<file path="src/rtl/fpu_arbiter.sv">
// Two-requester round-robin front end for a shared FPU: registers one operation, screens it through
// the exception checker, launches it, bounds the wait, and holds the response until it is consumed.
module fpu_arbiter #(
  parameter int unsigned TIMEOUT_CYCLES = 15
) (
  input  logic       CLK,
  input  logic       RST_N,
  input  logic       REQ0_VALID,
  input  logic [1:0] REQ0_OP,
  input  logic [7:0] REQ0_A,
  input  logic [7:0] REQ0_B,
  output logic       REQ0_READY,
  input  logic       REQ1_VALID,
  input  logic [1:0] REQ1_OP,
  input  logic [7:0] REQ1_A,
  input  logic [7:0] REQ1_B,
  output logic       REQ1_READY,
  output logic [1:0] FPU_OP,
  output logic [7:0] FPU_A,
  output logic [7:0] FPU_B,
  output logic       FPU_START,
  input  logic       FPU_EXCEPTION,
  input  logic       FPU_DONE,
  input  logic [7:0] FPU_RESULT,
  output logic       RSP_VALID,
  output logic       RSP_ID,
  output logic [7:0] RSP_RESULT,
  output logic       RSP_EXCEPTION,
  output logic       RSP_TIMEOUT,
  input  logic       RSP_READY
);

  localparam logic [7:0] TimeoutVal = 8'(TIMEOUT_CYCLES);

  typedef enum logic [1:0] {StIdle, StCheck, StWait, StResp} state_e;

  state_e      state_q, state_d;
  logic        last_gnt_q, last_gnt_d;
  logic [7:0]  cnt_q, cnt_d;
  logic [7:0]  cnt_inc;
  logic [1:0]  op_q, op_d;
  logic [7:0]  a_q, a_d;
  logic [7:0]  b_q, b_d;
  logic        rsp_id_q, rsp_id_d;
  logic [7:0]  rsp_result_q, rsp_result_d;
  logic        rsp_exc_q, rsp_exc_d;
  logic        rsp_tmo_q, rsp_tmo_d;
  logic        gnt1;
  logic        any_valid;
  logic        idle_en;

  // Grant REQ1 when it is alone, or when both contend and REQ0 was served last.
  always_comb begin
    any_valid  = REQ0_VALID | REQ1_VALID;
    gnt1       = REQ1_VALID & (~REQ0_VALID | ~last_gnt_q);
    idle_en    = (state_q == StIdle) & RST_N;
    REQ0_READY = idle_en & any_valid & ~gnt1;
    REQ1_READY = idle_en & gnt1;
    FPU_START  = (state_q == StCheck) & ~FPU_EXCEPTION;
    RSP_VALID  = (state_q == StResp);
  end

  always_comb begin
    state_d      = state_q;
    last_gnt_d   = last_gnt_q;
    cnt_d        = cnt_q;
    cnt_inc      = cnt_q + 8'd1;
    op_d         = op_q;
    a_d          = a_q;
    b_d          = b_q;
    rsp_id_d     = rsp_id_q;
    rsp_result_d = rsp_result_q;
    rsp_exc_d    = rsp_exc_q;
    rsp_tmo_d    = rsp_tmo_q;

    unique case (state_q)
      StIdle: begin
        if (any_valid) begin
          rsp_id_d = gnt1;
          op_d     = gnt1 ? REQ1_OP : REQ0_OP;
          a_d      = gnt1 ? REQ1_A  : REQ0_A;
          b_d      = gnt1 ? REQ1_B  : REQ0_B;
          state_d  = StCheck;
        end
      end
      StCheck: begin
        if (FPU_EXCEPTION) begin
          rsp_result_d = 8'h00;
          rsp_exc_d    = 1'b1;
          rsp_tmo_d    = 1'b0;
          state_d      = StResp;
        end else begin
          cnt_d   = 8'd0;
          state_d = StWait;
        end
      end
      StWait: begin
        cnt_d = cnt_inc;
        // Completion takes priority over a timeout landing in the same cycle.
        if (FPU_DONE) begin
          rsp_result_d = FPU_RESULT;
          rsp_exc_d    = 1'b0;
          rsp_tmo_d    = 1'b0;
          state_d      = StResp;
        end else if (cnt_inc == TimeoutVal) begin
          rsp_result_d = 8'h00;
          rsp_exc_d    = 1'b0;
          rsp_tmo_d    = 1'b1;
          state_d      = StResp;
        end
      end
      StResp: begin
        if (RSP_READY) begin
          last_gnt_d = rsp_id_q;
          state_d    = StIdle;
        end
      end
      default: state_d = StIdle;
    endcase
  end

  always_ff @(posedge CLK) begin
    if (!RST_N) begin
      state_q      <= StIdle;
      last_gnt_q   <= 1'b1;
      cnt_q        <= 8'd0;
      op_q         <= 2'd0;
      a_q          <= 8'd0;
      b_q          <= 8'd0;
      rsp_id_q     <= 1'b0;
      rsp_result_q <= 8'd0;
      rsp_exc_q    <= 1'b0;
      rsp_tmo_q    <= 1'b0;
    end else begin
      state_q      <= state_d;
      last_gnt_q   <= last_gnt_d;
      cnt_q        <= cnt_d;
      op_q         <= op_d;
      a_q          <= a_d;
      b_q          <= b_d;
      rsp_id_q     <= rsp_id_d;
      rsp_result_q <= rsp_result_d;
      rsp_exc_q    <= rsp_exc_d;
      rsp_tmo_q    <= rsp_tmo_d;
    end
  end

  assign FPU_OP        = op_q;
  assign FPU_A         = a_q;
  assign FPU_B         = b_q;
  assign RSP_ID        = rsp_id_q;
  assign RSP_RESULT    = rsp_result_q;
  assign RSP_EXCEPTION = rsp_exc_q;
  assign RSP_TIMEOUT   = rsp_tmo_q;

endmodule

</file>
<file path="config.mk">
export PLATFORM = sky130hd
export DESIGN_NAME = fpu_arbiter
export DESIGN_NICKNAME = d
export VERILOG_FILES = /design/src/rtl/fpu_arbiter.sv
export SDC_FILE = /design/constraint.sdc
export NUM_CORES = 1
export LEC_CHECK = 0
export CORE_MARGIN = 2
export CORE_UTILIZATION = 42
export DETAILED_ROUTE_END_ITERATION = 6
export PLACE_DENSITY = 0.86
export SYNTH_ARGS = -nofsm -noshare
export SYNTH_HDL_FRONTEND = slang
export SYNTH_SLANG_ARGS = --single-unit
</file>
<file path="constraint.sdc">
create_clock -name CLK -period 3 [get_ports CLK]
set_input_delay 0.9 -clock CLK [delete_from_list [all_inputs] [get_ports CLK]]
set_output_delay 0.9 -clock CLK [all_outputs]
set_load 0.005 [all_outputs]
</file>
# Yosys cells after proc, flatten, opt, wreduce, memory -nomap -nowiden
# Cells that the tools add are included.
# Widths: inputs -> output; s select.
# op_classes
addsub	1
n_eq_ne	9
mux	23
n_bitwise	12
n_reduce_logical	7
# ops
cell	count
$mux 8	6
$pmux 8 s2	2
$mux 2	5
$add 8x1->8 const B	1
$eq 8x4->1 const B	1
$pmux 2 s4	1
$mux 1	7
$and 1x1->1	6
$ne 2x2->1 const B	3
$reduce_and 2->1	3
$reduce_and 3->1	2
$eq 2x2->1 const B	2
$not 1->1	4
$pmux 1 s2	2
$ne 3x3->1 const B	1
$eq 2x1->1 const B	1
$logic_not 2->1	1
$ne 2x1->1 const B	1
$or 1x1->1	2
$reduce_bool 2->1	1
# totals
reg_bits	40
inputBits	51

# Depth between registers and ports, before layout
# depth
word_depth	5
mapped_depth	7
ltp_nobuf	7

# Least setup slack after synthesis
# OpenSTA, ideal clock, no wires.
# synth_timing
path_type	input port to output port
start	in REQ0_VALID
end	out REQ0_READY
arrival_ns	1.816
t_required_ns	2.100
setup_slack_ns	0.284
stages	6
path_cell_list	nor2_1 -> nor2b_1 -> clkbuf_1 -> clkbuf_1 -> nand2_1 -> nor2_1
# synth_via
elab_chain_len	5
word_cells_on_any_way	7
# synth_rtl
item	line	source
start: declaration	8	input logic REQ0_VALID,
$not 1->1	55	gnt1 = REQ1_VALID & (~REQ0_VALID | ~last_gnt_q);
$or 1x1->1	55	
$and 1x1->1	55	
$not 1->1	57	REQ0_READY = idle_en & any_valid & ~gnt1;
$and 1x1->1 (*)	57	
end: declaration	12	output logic REQ0_READY,
# Mark *: on every way between the ends. The rest lies on a longest branch, timed or not.

# Final worst setup path
# layout_timing
start	in FPU_EXCEPTION
end	out FPU_START
# layout_via
elab_chain_len	2
# layout_rtl
item	line	source
start: declaration	22	input logic FPU_EXCEPTION,
$not 1->1	59	FPU_START = (state_q == StCheck) & ~FPU_EXCEPTION;
$and 1x1->1	59	
end: declaration	21	output logic FPU_START,
# Every way passes these cells.

==> flow_summary.toml <==
[timing]
skew_ns = 0.00534
worst_pin_slew_ns = 0.598
hold_slack_ns = 0.475
setup_ws_ns = 0.0871
setup-violations-final = 0
slew_viol_final = 0
fin_setup_tns_ns = 0
post-route-min-period_ns = 2.91
relSlewSlack_pct = 59.9
finalCritPeriodShare_pct = 97.1
fmax_mhz = 343
hold_violations = 0
rsz0062_at_grt = "no"

[synthesis]
netlist.area_leader.share_pct = 41.5
ys_types = 37
netlist_instances = 211
synthesis.area_mm2 = 0.00193
synth-seq-cells = 40
yosysWarnings = 0
yosys.area.top_type = "dfxtp_1"
syn-num-nets = 269
synth.most_common_cell = "dfxtp_1"
async_flop_share_pct = 0
synth_edf_count = 0
synthTopCellsByCount = "40 x dfxtp_1, 34 x nor2_1, 19 x mux2i_1"
synthFlopType = "dfxtp_1"
yosys-top-cells-area = "dfxtp_1 42%, mux2i_1 9.9%, a211oi_1 7.0%"
avgSynthCellArea_um2 = 9.14
ys_seq_area_share_pct = 41.5

[routing]
num_vias = 1816
dr.pass1.iters = 4
ant_nets = 0
wl_per_cell_um = 12.8
dr.first_iter.drc_count = 83
totalWireLength_um = 4490
drc = 0
viasPerCell = 5.16

[global_route]
grt_first_pass_wirelength_um = 7560
antenna_found_initial = 0
grtUsageTotal_pct = 18.3
grt_max_degree = 38
grt_pass1_vias = 1711
grt_remaining_overflow = 0

[floorplan]
die_area_mm2 = 0.00515
die_w_um = 71.8
ios = 84
initial_core_util_pct = 44.0
rows = 24
core_region_area_mm2 = 0.00438
die_h_um = 71.8

[cts]
clockBufferDepth = 2
postCtsSetupBuffers = 0
ctsResizeCount = 2
h-tree-depth = 2
cts_buffers = 5
cts_root_buffer = "clkbuf_8"
clk_latency_ns = 0.28
clock-sinks = 40
hold_buffers = 0
cts_tree = "built"
path_clk_slew_ns = 0.07

[layout]
nets = 358
fill_cells = 376
layout-drive-gt1-share_pct = 9.33
diodes = 0
fin_area_mm2 = 0.00293
instances_no_fill = 352
syn_to_final_growth_pct = 52.1

[power]
internal_power_w = 0.00122
p_clk_share_pct = 18.3
pwr_density_cell_mw_per_mm2 = 612
switching_share_pct = 32.2
p_switching_w = 0.000579
ir_drop_mv = 0.309
p_seq_share_pct = 40.4
pwr-share-comb_pct = 41.4
p_leak_nw = 1.13

[critical_path]
cp_top_family = "buffers and inverters"
critical_path_arrival_ns = 2.01
start_kind = "primary input"
cp_data_required_time_ns = 2.10
critPathBufInv = 2
worstPathCellList = "clkdlybuf4s50_1 -> nor2b_1 -> clkdlybuf4s50_1"
crit_top_cell = "clkdlybuf4s50_1"
slowest_stage = "clkdlybuf4s50_1"
end_kind = "output port"
critPathMaxFanout = 2
crit_type = "primary input to output port"
slowest_delay_ns = 0.52

[place]
place_congestion = 0.761
portBuffers = 83
placed_cells = 345
dpl_worst_slack_ns = -0.169
dpl_cell_area_mm2 = 0.00286
dpl.hpwl_um = 3450

[status]
outcome = "completed"

[min_path]
hold_class = "flop to flop"

[job]
cap_viol_max_count = 0
[path summary, 6_finish.rpt]
kind / start / endpoint / slack [ns] / cells past startpoint
hold / removal: RSP_ID / RSP_ID / 0.48 / 2
setup / recovery: FPU_EXCEPTION / FPU_START / 0.09 / 3
hold reg to reg: RSP_ID / RSP_ID / 0.48 / 2
setup reg to reg: cnt_q[0] / RSP_RESULT[6] / 1.03 / 6
[layout make-up]
| class | instances | area (um2) | area share (%) |
|---|---|---|---|
| clock buffers | 6 | 72.6 | 2.47 |
| clock inverters | 1 | 5.00 | 0.171 |
| inverters | 5 | 18.8 | 0.640 |
| multi-input cells | 156 | 1070 | 36.6 |
| flip-flops and latches | 40 | 801 | 27.3 |
| well taps | 52 | 65.1 | 2.22 |
| repair buffers | 92 | 896 | 30.5 |
[layout by cell type, fill, tap and decap left out, drive strengths merged]
cell,count
nor3,1
nand3,6
nand2b,2
a41o,1
a22o,8
o211a,1
inv,5
nand2,16
a21o,1
or2,1
a21boi,1
o221a,1
o21bai,1
mux2,2
or4b,1
nor2,34
dfxtp,40
nor2b,5
mux2i,19
nand4,1
and3,1
dlygate4sd2,2
clkinv,1
o21ai,6
buf,9
and4,2
or3,1
ha,7
o221ai,1
clkdlybuf4s50,81
o2bb2ai,1
a211oi,18
nand3b,1
a22oi,3
a21oi,13
clkbuf,6
[sequential cells by signal (all words and copies together), names as in the netlist]
signal,count
RSP_RESULT,8
RSP_ID,1
FPU_B,8
state_q,2
cnt_q,8
RSP_TIMEOUT,1
RSP_EXCEPTION,1
FPU_A,8
FPU_OP,2
last_gnt_q,1
[power groups by stage]
stage	Clock, W	Combinational, W	Sequential (W)
final	0.000328	0.000743	0.000725
after global placement	0	0.000740	0.000730
after CTS	0.000342	0.000753	0.000726
after detailed placement	0	0.000752	0.000736
after floorplan	0	0.000364	0.000738
after global routing	0.000360	0.000821	0.000741
[through the flow]
stage	total power [W]	utilization [%]
4_1_cts	0.00182	66.9
3_3_place_gp	0.00147	65.2
6_report	0.00180	66.9
5_1_grt	0.00192	66.9
3_5_place_dp	0.00149	65.2
2_1_floorplan	0.00110	-
[layer usage]
metal | share of wire, % | vias up | global-route usage [%]
li1 | - | 937 | -
met1 | 43 | 820 | 22.1
met2 | 49 | 57 | 30.3
met3 | 7.4 | 2 | 5.34
met4 | 0.65 | 0 | 7.55
met5 | 0 | - | 0
[logic make-up after synthesis]
group / synth area share, %
multiplexers: 11.0
buffers and inverters: 3.05
AND/OR/NAND/NOR: 18.2
flip-flops: 41.5
AO/OA/AOI/OAI: 21.7
adder cells (fa/ha/maj): 4.54
[tightest hold or removal path, stage by stage (launching register included)]
cell and delay, ns:
dfxtp_1 0.33, nand2_1 0.06, o21bai_1 0.05
No activity file was read; power rests on OpenSTA's default activity.
